File: src/rtl/signeddiv_if.sv
// signeddiv_if: operand/result handshake bundle for the signed Q3.12 divider
interface signeddiv_if;
    logic [15:0] a;
    logic [15:0] b;
    logic        in_valid;
    logic        in_ready;
    logic [15:0] c;
    logic        ovf;
    logic        dz;
    logic        out_valid;
    logic        out_ready;

    modport master (
        output a, b, in_valid, out_ready,
        input  in_ready, c, ovf, dz, out_valid
    );

    modport slave (
        input  a, b, in_valid, out_ready,
        output in_ready, c, ovf, dz, out_valid
    );
endinterface

File: src/rtl/signeddiv.sv
// signeddiv: sequential signed Q3.12 divider, radix-2 restoring on magnitudes; define DIV_SATURATE_EN to clamp overflowing quotients to +/-0x7FFF
module signeddiv (
    input  logic       clk,
    input  logic       rst,
    signeddiv_if.slave bus
);
    localparam int WIDTH = 16;
    localparam int FRAC  = 12;
    localparam int ITER  = WIDTH + FRAC;

    localparam logic [1:0] IDLE = 2'd0;
    localparam logic [1:0] CALC = 2'd1;
    localparam logic [1:0] DONE = 2'd2;

    logic [1:0]       state_q, state_d;
    logic [4:0]       cnt_q, cnt_d;
    logic [ITER-1:0]  dvd_q, dvd_d;
    logic [WIDTH-1:0] rem_q, rem_d;
    logic [WIDTH-1:0] div_q, div_d;
    logic [WIDTH-1:0] c_q, c_d;
    logic             sign_q, sign_d;
    logic             dzf_q, dzf_d;
    logic             ovf_q, ovf_d;
    logic             dz_q, dz_d;

    logic [WIDTH-1:0] a_mag, b_mag, mag;
    logic [WIDTH:0]   trial;
    logic             ge, q_ovf;

    // 0x8000 maps to 32768, which still fits the unsigned 16-bit magnitude
    assign a_mag = bus.a[WIDTH-1] ? ~bus.a + 1'b1 : bus.a;
    assign b_mag = bus.b[WIDTH-1] ? ~bus.b + 1'b1 : bus.b;

    // dvd_q shifts dividend bits out of its MSB while quotient bits enter at its LSB
    assign trial = {rem_q, dvd_q[ITER-1]};
    assign ge    = trial >= {1'b0, div_q};
    assign q_ovf = (|dvd_q[ITER-1:WIDTH-1]) | dzf_q;

`ifdef DIV_SATURATE_EN
    assign mag = q_ovf ? 16'h7FFF : {1'b0, dvd_q[WIDTH-2:0]};
`else
    assign mag = dzf_q ? 16'h7FFF : {1'b0, dvd_q[WIDTH-2:0]};
`endif

    // accept operands, run ITER restoring steps, form the signed result, hold it until consumed
    always_comb begin
        state_d = state_q;
        cnt_d   = cnt_q;
        dvd_d   = dvd_q;
        rem_d   = rem_q;
        div_d   = div_q;
        sign_d  = sign_q;
        dzf_d   = dzf_q;
        c_d     = c_q;
        ovf_d   = ovf_q;
        dz_d    = dz_q;
        case (state_q)
            IDLE: if (bus.in_valid) begin
                div_d   = b_mag;
                dvd_d   = {a_mag, {FRAC{1'b0}}};
                rem_d   = '0;
                cnt_d   = '0;
                sign_d  = bus.a[WIDTH-1] ^ bus.b[WIDTH-1];
                dzf_d   = bus.b == '0;
                state_d = CALC;
            end
            CALC: if (cnt_q == 5'(ITER)) begin
                c_d     = sign_q ? ~mag + 1'b1 : mag;
                ovf_d   = q_ovf;
                dz_d    = dzf_q;
                state_d = DONE;
            end else begin
                rem_d = ge ? WIDTH'(trial - {1'b0, div_q}) : trial[WIDTH-1:0];
                dvd_d = {dvd_q[ITER-2:0], ge};
                cnt_d = cnt_q + 5'd1;
            end
            DONE: if (bus.out_ready) state_d = IDLE;
            default: state_d = IDLE;
        endcase
    end

    // state and datapath registers with synchronous reset
    always_ff @(posedge clk) begin
        if (rst) begin
            state_q <= IDLE;
            cnt_q   <= '0;
            dvd_q   <= '0;
            rem_q   <= '0;
            div_q   <= '0;
            sign_q  <= 1'b0;
            dzf_q   <= 1'b0;
            c_q     <= '0;
            ovf_q   <= 1'b0;
            dz_q    <= 1'b0;
        end else begin
            state_q <= state_d;
            cnt_q   <= cnt_d;
            dvd_q   <= dvd_d;
            rem_q   <= rem_d;
            div_q   <= div_d;
            sign_q  <= sign_d;
            dzf_q   <= dzf_d;
            c_q     <= c_d;
            ovf_q   <= ovf_d;
            dz_q    <= dz_d;
        end
    end

    assign bus.in_ready  = state_q == IDLE;
    assign bus.out_valid = state_q == DONE;
    assign bus.c         = c_q;
    assign bus.ovf       = ovf_q;
    assign bus.dz        = dz_q;
endmodule

File: src/flat_wrapper.sv
// flat-port wrapper written by rule: the top's interface ports become plain ports
module signeddiv_flat 
  (clk, rst, bus_a, bus_b, bus_in_valid, bus_out_ready, bus_in_ready, bus_c, bus_ovf, bus_dz, bus_out_valid);
  signeddiv_if bus_i ();
  input  logic clk;
  input  logic rst;
  input wire logic [$bits(bus_i.a)-1:0] bus_a;
  input wire logic [$bits(bus_i.b)-1:0] bus_b;
  input wire logic [$bits(bus_i.in_valid)-1:0] bus_in_valid;
  input wire logic [$bits(bus_i.out_ready)-1:0] bus_out_ready;
  output wire logic [$bits(bus_i.in_ready)-1:0] bus_in_ready;
  output wire logic [$bits(bus_i.c)-1:0] bus_c;
  output wire logic [$bits(bus_i.ovf)-1:0] bus_ovf;
  output wire logic [$bits(bus_i.dz)-1:0] bus_dz;
  output wire logic [$bits(bus_i.out_valid)-1:0] bus_out_valid;
  assign bus_i.a = bus_a;
  assign bus_i.b = bus_b;
  assign bus_i.in_valid = bus_in_valid;
  assign bus_i.out_ready = bus_out_ready;
  assign bus_in_ready = bus_i.in_ready;
  assign bus_c = bus_i.c;
  assign bus_ovf = bus_i.ovf;
  assign bus_dz = bus_i.dz;
  assign bus_out_valid = bus_i.out_valid;
  signeddiv u_core (.clk(clk), .rst(rst), .bus(bus_i));
endmodule
File: config.mk
export PLATFORM = sky130hd
export DESIGN_NAME = signeddiv_flat
export DESIGN_NICKNAME = d
export VERILOG_FILES = /design/src/rtl/signeddiv_if.sv /design/src/rtl/signeddiv.sv /design/src/flat_wrapper.sv
export SDC_FILE = /design/constraint.sdc
export NUM_CORES = 1
export LEC_CHECK = 0
export ABC_AREA = 1
export CORE_AREA = 2 2 102 104
export DETAILED_ROUTE_END_ITERATION = 12
export DIE_AREA = 0 0 104 106
export GPL_TIMING_DRIVEN = 0
export MAX_ROUTING_LAYER = met4
export PLACE_DENSITY = 0.88
export SLEW_MARGIN = 20
export SYNTH_ARGS = -nofsm -noshare
export SYNTH_HDL_FRONTEND = slang
export SYNTH_SLANG_ARGS = --single-unit
File: constraint.sdc
create_clock -name clk -period 2.1 [get_ports clk]
set_input_delay 0.42 -clock clk [delete_from_list [all_inputs] [get_ports clk]]
set_output_delay 0.42 -clock clk [all_outputs]
set_load 0.1 [all_outputs]
---- Word level (Yosys, flattened, before mapping) ----
Index checks and enable logic that the tools add are counted.
operators by class
  add/subtract/negate cells ............... 5
  $lt $le $gt $ge ......................... 1
  equal/unequal tests ..................... 7
  multiplexer cells ....................... 18
  bitwise logic cells ..................... 5
  reductions and logical operators ........ 8
operators by type and width
  kind                                                             number
  16-bit two-way mux                                               6
  28-bit two-way mux                                               2
  28-bit one-hot mux with 2 select lines                           1
  16-bit by 1-bit adder with 16-bit output, second input constant  3
  16-bit inverter                                                  3
  16-bit one-hot mux with 2 select lines                           1
  17-bit by 16-bit >= comparator with 1-bit output                 1
  16-bit zero test                                                 1
  16-bit subtractor                                                1
  15-bit two-way mux                                               1
  13-bit OR reduction                                              1
  5-bit two-way mux                                                2
  5-bit one-hot mux with 2 select lines                            1
  2-bit two-way mux                                                3
  2-bit != test, second input constant                             3
  2-bit one-hot mux with 3 select lines                            1
  3-bit AND reduction                                              2
  5-bit by 1-bit adder with 5-bit output, second input constant    1
  5-bit == test, second input constant                             1
  2-bit AND reduction                                              2
  2-bit by 1-bit == test with 1-bit output, second input constant  1
  2-bit == test, second input constant                             1
  2-bit zero test                                                  1
  2-bit by 1-bit != test with 1-bit output, second input constant  1
  other kinds (3)                                                  3
word-level totals
  flip-flop bits (word level) ............. 87

---- Longest topological paths before layout ----
  depth after elaboration ................. 5
  gate-level depth with buffers ........... 14

---- Worst setup path after synthesis ----
Ideal clock, no wire load.
  kind .................................... reg-to-reg
  start point ............................. register u_core.state_q[0]
  end point ............................... register u_core.dvd_q[27]
  library setup time ...................... 0.135 ns
  arrival ................................. 2.608 ns
  required time ........................... 1.965 ns
  setup slack ............................. -0.643 ns
  stages on the path, launching flop included .. 8
  period minus slack after synthesis ...... 2.743 ns
  path through ............................ dfxtp_1 > nor2_1 > nand2_1 > nand2_2 > buf_2 > o22ai_1 > a31oi_1 > nor2_1
on the way
  cells in the longest elaborated chain, start to end .. 3
RTL lines
  what                                                                         RTL line            RTL
  from (decl)                                                                  signeddiv.sv:15     logic [1:0] state_q, state_d;
  from (signal assigned)                                                       signeddiv.sv:96     state_q <= state_d;
  2-bit zero test *                                                            -
  via bus_in_ready                                                             flat_wrapper.sv:11  output wire logic [$bits(bus_i.in_ready)-1:0] bus_in_ready;
  2-bit != test (no source line) / 2-bit nonzero test (equally long branches)  -
  3-bit AND reduction (no source line)                                         -
  to (signal assigned)                                                         signeddiv.sv:98     dvd_q <= dvd_d;
  to (decl)                                                                    signeddiv.sv:17     logic [ITER-1:0] dvd_q, dvd_d;
Mark *: on every way through the listed nets, which the timed path passes. The rest lies on a longest branch.
A chain may end at the register's enable or synchronous reset.

---- Worst setup path after layout ----
  start point ............................. register u_core.div_q[2]
  end point ............................... register u_core.rem_q[4]
on the way
  cells in the longest elaborated chain, start to end .. 4
RTL lines
  what                                                                                          RTL line                          RTL
  from (decl)                                                                                   signeddiv.sv:19                   logic [WIDTH-1:0] div_q, div_d;
  from (signal assigned)                                                                        signeddiv.sv:100                  div_q <= div_d;
  16-bit subtractor / 17-bit by 16-bit >= comparator with 1-bit output (equally long branches)  signeddiv.sv:73, signeddiv.sv:36
  16-bit two-way mux *                                                                          signeddiv.sv:73                   rem_d = ge ? WIDTH'(trial - {1'b0, div_q}) : trial[WIDTH-1:0];
  16-bit two-way mux *                                                                          signeddiv.sv:67                   CALC: if (cnt_q == 5'(ITER)) begin
  16-bit one-hot mux with 2 select lines *                                                      signeddiv.sv:57                   case (state_q)
  to (signal assigned)                                                                          signeddiv.sv:99                   rem_q <= rem_d;
  to (decl)                                                                                     signeddiv.sv:18                   logic [WIDTH-1:0] rem_q, rem_d;
Every way passes the cells marked *; elsewhere a longest branch is shown, timed or not. The select of a mux whose other input is x is not followed.

==> results by group <==
Outcome
  • Status: finished clean

Drt
  • Via count: 6099
  • TritonRoute pass-1 iters: 5
  • Routed len/inst: 14.7 µm
  • Drt first-iter violations: 446
  • Vias/cell: 5.57
  • Post-DRT Antenna Nets: 0
  • DR DRC count: 0
  • Final Routed Wirelength: 16000 µm

Clock tree
  • CTS tree: done
  • Clock slew at reported path FFs: 0.09 ns
  • H-tree depth: 3
  • Clk_lat worst skew: 0.38 ns
  • CTS hold repair buffers: 0
  • Clock Tree Buf Depth: 2
  • Num Clock Sinks: 87
  • CTS Buf Count: 9
  • Root Driver: clkbuf_8

Setup path
  • Max FO, Critical Path: 10
  • Reg2reg path depth: 14
  • Critical Path AT: 2.30 ns
  • Worst Path Required: 2.33 ns
  • Setup CP Type: reg2reg
  • FF-to-FF setup slack: 0.03 ns
  • CP peak stage delay: 0.43 ns
  • CP startpoint kind: flop
  • Most used cell, CP: nand2_1
  • Sequence of cells on the critical path: inv_1 > ha_2 > nand2_1 > nand2_1 > nand2_1 > nand2_1 > nand2_1 > nand3_2 > nand2_2 > nand2_4 > buf_8 > nand2_1 > nand3_1 > a21oi_2
  • Crit. End Element: flop
  • CP max stage cell: ha_2

Synth
  • Fraction of registers with async set or reset after synthesis: 0%
  • Ys Warns: 0
  • Syn_nets: 944
  • Mean Syn Cell Area: 6.38 µm²
  • Mapped Area: 0.00566 mm²
  • Sequential-to-total area share from yosys stat: 30.8%
  • #FFs+latches synth: 87
  • Post-synth EDFFs: 0
  • Synth Flop Type: dfxtp_1
  • Synth Instances: 886
  • Synth unique cells: 42

Place
  • Post-detail-place hpwl: 11700 µm
  • Placed Cells incl. Taps: 1075
  • Input/output buffers: 53
  • Dpl cell area: 0.00636 mm²
  • GPL Wtd Cong: 0.938

Die
  • Num ports: 56
  • Site Rows: 37
  • Chip height: 106 µm
  • Initial core utilization: 56.6%
  • Die width: 104 µm
  • Core footprint: 0.0100 mm²
  • Die ar.: 0.0110 mm²

STA
  • Final setup violation count: 0
  • Worst slew pin tran: 0.966 ns
  • Hold Vio Cnt, Final: 0
  • Relative slew slack: 35.9%
  • Slew Limit Fails: 0
  • Fmax achieved: 484 MHz
  • Fin crit share: 98.4%
  • Hold_ws: 0.480 ns
  • Skew final: 0.0169 ns
  • Post-layout min period: 2.07 ns

Final layout
  • Post-Layout Cell Count: 1094
  • Area occupied by multi-input gates: 0.00349 mm²
  • FILL cells: 860
  • Inserted Diodes: 0
  • Final core occ: 67.9%
  • Register area: 0.00174 mm²
  • Final Net Count: 1011
  • Design area: 0.00679 mm²
  • Commonest cells after routing, fill and taps aside: 247 x nand2_1, 119 x inv_1, 85 x dfxtp_1
  • Layout cells sized above 1: 10.8%
  • Commonest non-fill, non-tap cell in the layout: nand2_1
  • Area delta synth->final: 20.1%

Pwr
  • Sw power: 4290 µW
  • Clock power frac: 13.4%
  • LEAKAGE: 0.00315 µW
  • Comb power frac: 64.0%
  • P_int: 4880 µW
  • Power density cells: 1350 mW/mm²
  • Power consumption: 9170 µW
  • Switching share of power: 46.8%
  • Worst IR Drop VDD: 1.01 mV
  • Sequential Power Share: 22.6%

Global routing
  • Total track usage: 29.4%
  • Global-route wire length before repair: 25600 µm
  • Met1 usage: 38.7%
  • Met3 GRT Util: 3.43%
  • Pin count of the biggest net entering global routing: 16
  • Vias in the first global route: 5356
  • Initial antenna violation count: 0
  • Most Used Layer, Global Route: met2
  • GRT overflow: 0
  • Met2 usage: 46.1%

Flow run
  • Max-cap viol count: 0

Hold path
  • Worst hold path depth: 2
  • Min-delay worst type: reg2reg
[layer usage]
metal	up-vias	share of wire [%]
met3	45	8.7
met5	-	0
met2	301	45
met1	2762	43
met4	0	3.3
li1	2991	-
[kinds of logic (layout without fill, tap and decap cells)]
| kind of cell | count (synthesis) | after routing | share of synthesized area, % |
|---|---|---|---|
| adders and majority gates | 22 | 22 | 5.00 |
| buffers and inverters | 159 | 231 | 11.2 |
| xor gates and xnor gates | 24 | 24 | 3.72 |
| and+or+nand+nor | 441 | 441 | 34.0 |
| DFF | 87 | 87 | 30.8 |
| AOI/OAI and AO/OA | 153 | 153 | 15.3 |
[registers in the layout (all words and copies together), names as in the netlist]
| signal | count |
|---|---|
| u_core.cnt_q | 5 |
| u_core.dvd_q | 28 |
| u_core.div_q | 16 |
| u_core.bus.c | 16 |
| u_core.bus.dz | 1 |
| u_core.sign_q | 1 |
| u_core.rem_q | 16 |
| u_core.bus.ovf | 1 |
| u_core.dzf_q | 1 |
| u_core.state_q | 2 |
[power groups by stage]
stage	combinational, µW	sequential [µW]	clock, µW
2_1_floorplan	3960	2010	0
3_3_place_gp	4860	2050	0
3_5_place_dp	4940	2060	0
4_1_cts	4990	2020	1230
5_1_grt	6460	2100	1280
6_report	5870	2070	1230
[worst max-delay path: cells and delay by family (launching register included)]
kind / cells / cell delay [ns]
buffers and inverters: 2 / 0.23
and+or+nand+nor: 10 / 0.91
AOI/OAI and AO/OA: 1 / 0.06
adders and majority gates: 1 / 0.43
DFF: 1 / 0.31
[metrics by stage]
stage	TNS [ns]	worst slack [ns]
after floorplan	-0.0234	-0.0234
after global placement	-0.983	-0.160
after detailed placement	-1.03	-0.183
after CTS	0	0.00262
final	0	0.0344
after global routing	-0.0878	-0.0491
[cells in the mapped netlist (3+ instances only)]
library cell,instances,share of area (%)
inv_1,121,8.0
a21oi_2,10,1.5
clkbuf_1,16,1.1
o22ai_1,12,1.3
nand2_2,5,0.55
nor4_1,3,0.33
nor2_2,7,0.77
buf_4,4,0.53
buf_2,12,1.1
a31oi_1,10,1.1
nand4_1,9,1.0
o21ai_0,44,3.9
nand2_1,251,17
nor2_1,68,4.5
dfxtp_1,87,31
nand3_1,59,5.2
ha_1,21,4.6
nor3_1,9,0.80
o211ai_1,5,0.66
inv_2,4,0.27
o221ai_1,3,0.46
or2_2,4,0.44
a21oi_1,64,5.7
xor2_1,13,2.0
xnor2_1,11,1.7
and3_1,4,0.44
nand3b_1,11,1.5
[worst paths after layout]
| check | to | start |
|---|---|---|
| setup / recovery | u_core.rem_q[4]$_SDFFE_PP0P_ | u_core.div_q[2]$_SDFFE_PP0P_ |
| setup reg to reg | u_core.rem_q[4]$_SDFFE_PP0P_ | u_core.div_q[2]$_SDFFE_PP0P_ |
| hold / removal | u_core.dvd_q[10]$_SDFFE_PP0P_ | u_core.dvd_q[10]$_SDFFE_PP0P_ |
| hold reg to reg | u_core.dvd_q[10]$_SDFFE_PP0P_ | u_core.dvd_q[10]$_SDFFE_PP0P_ |
[repair_timing]
| item | CTS | global route |
|---|---|---|
| setup buffers | 0 | 3 |
| pin swaps | 0 | 5 |
| gates resized for setup | 24 | 40 |
| endpoints found under the setup margin | 20 | 19 |
[cell type report]
| type | count | share of cell area (%) |
|---|---|---|
| Clock buffer | 10 | 2.03 |
| Inverter | 126 | 6.96 |
| Buffer | 33 | 2.52 |
| Sequential cell | 87 | 25.7 |
| Clock inverter | 6 | 0.976 |
| Multi-Input combinational cell | 640 | 51.3 |
| Timing Repair Buffer | 56 | 8.03 |
| Tap cell | 136 | 2.50 |
No activity file was read; power rests on OpenSTA's default activity.
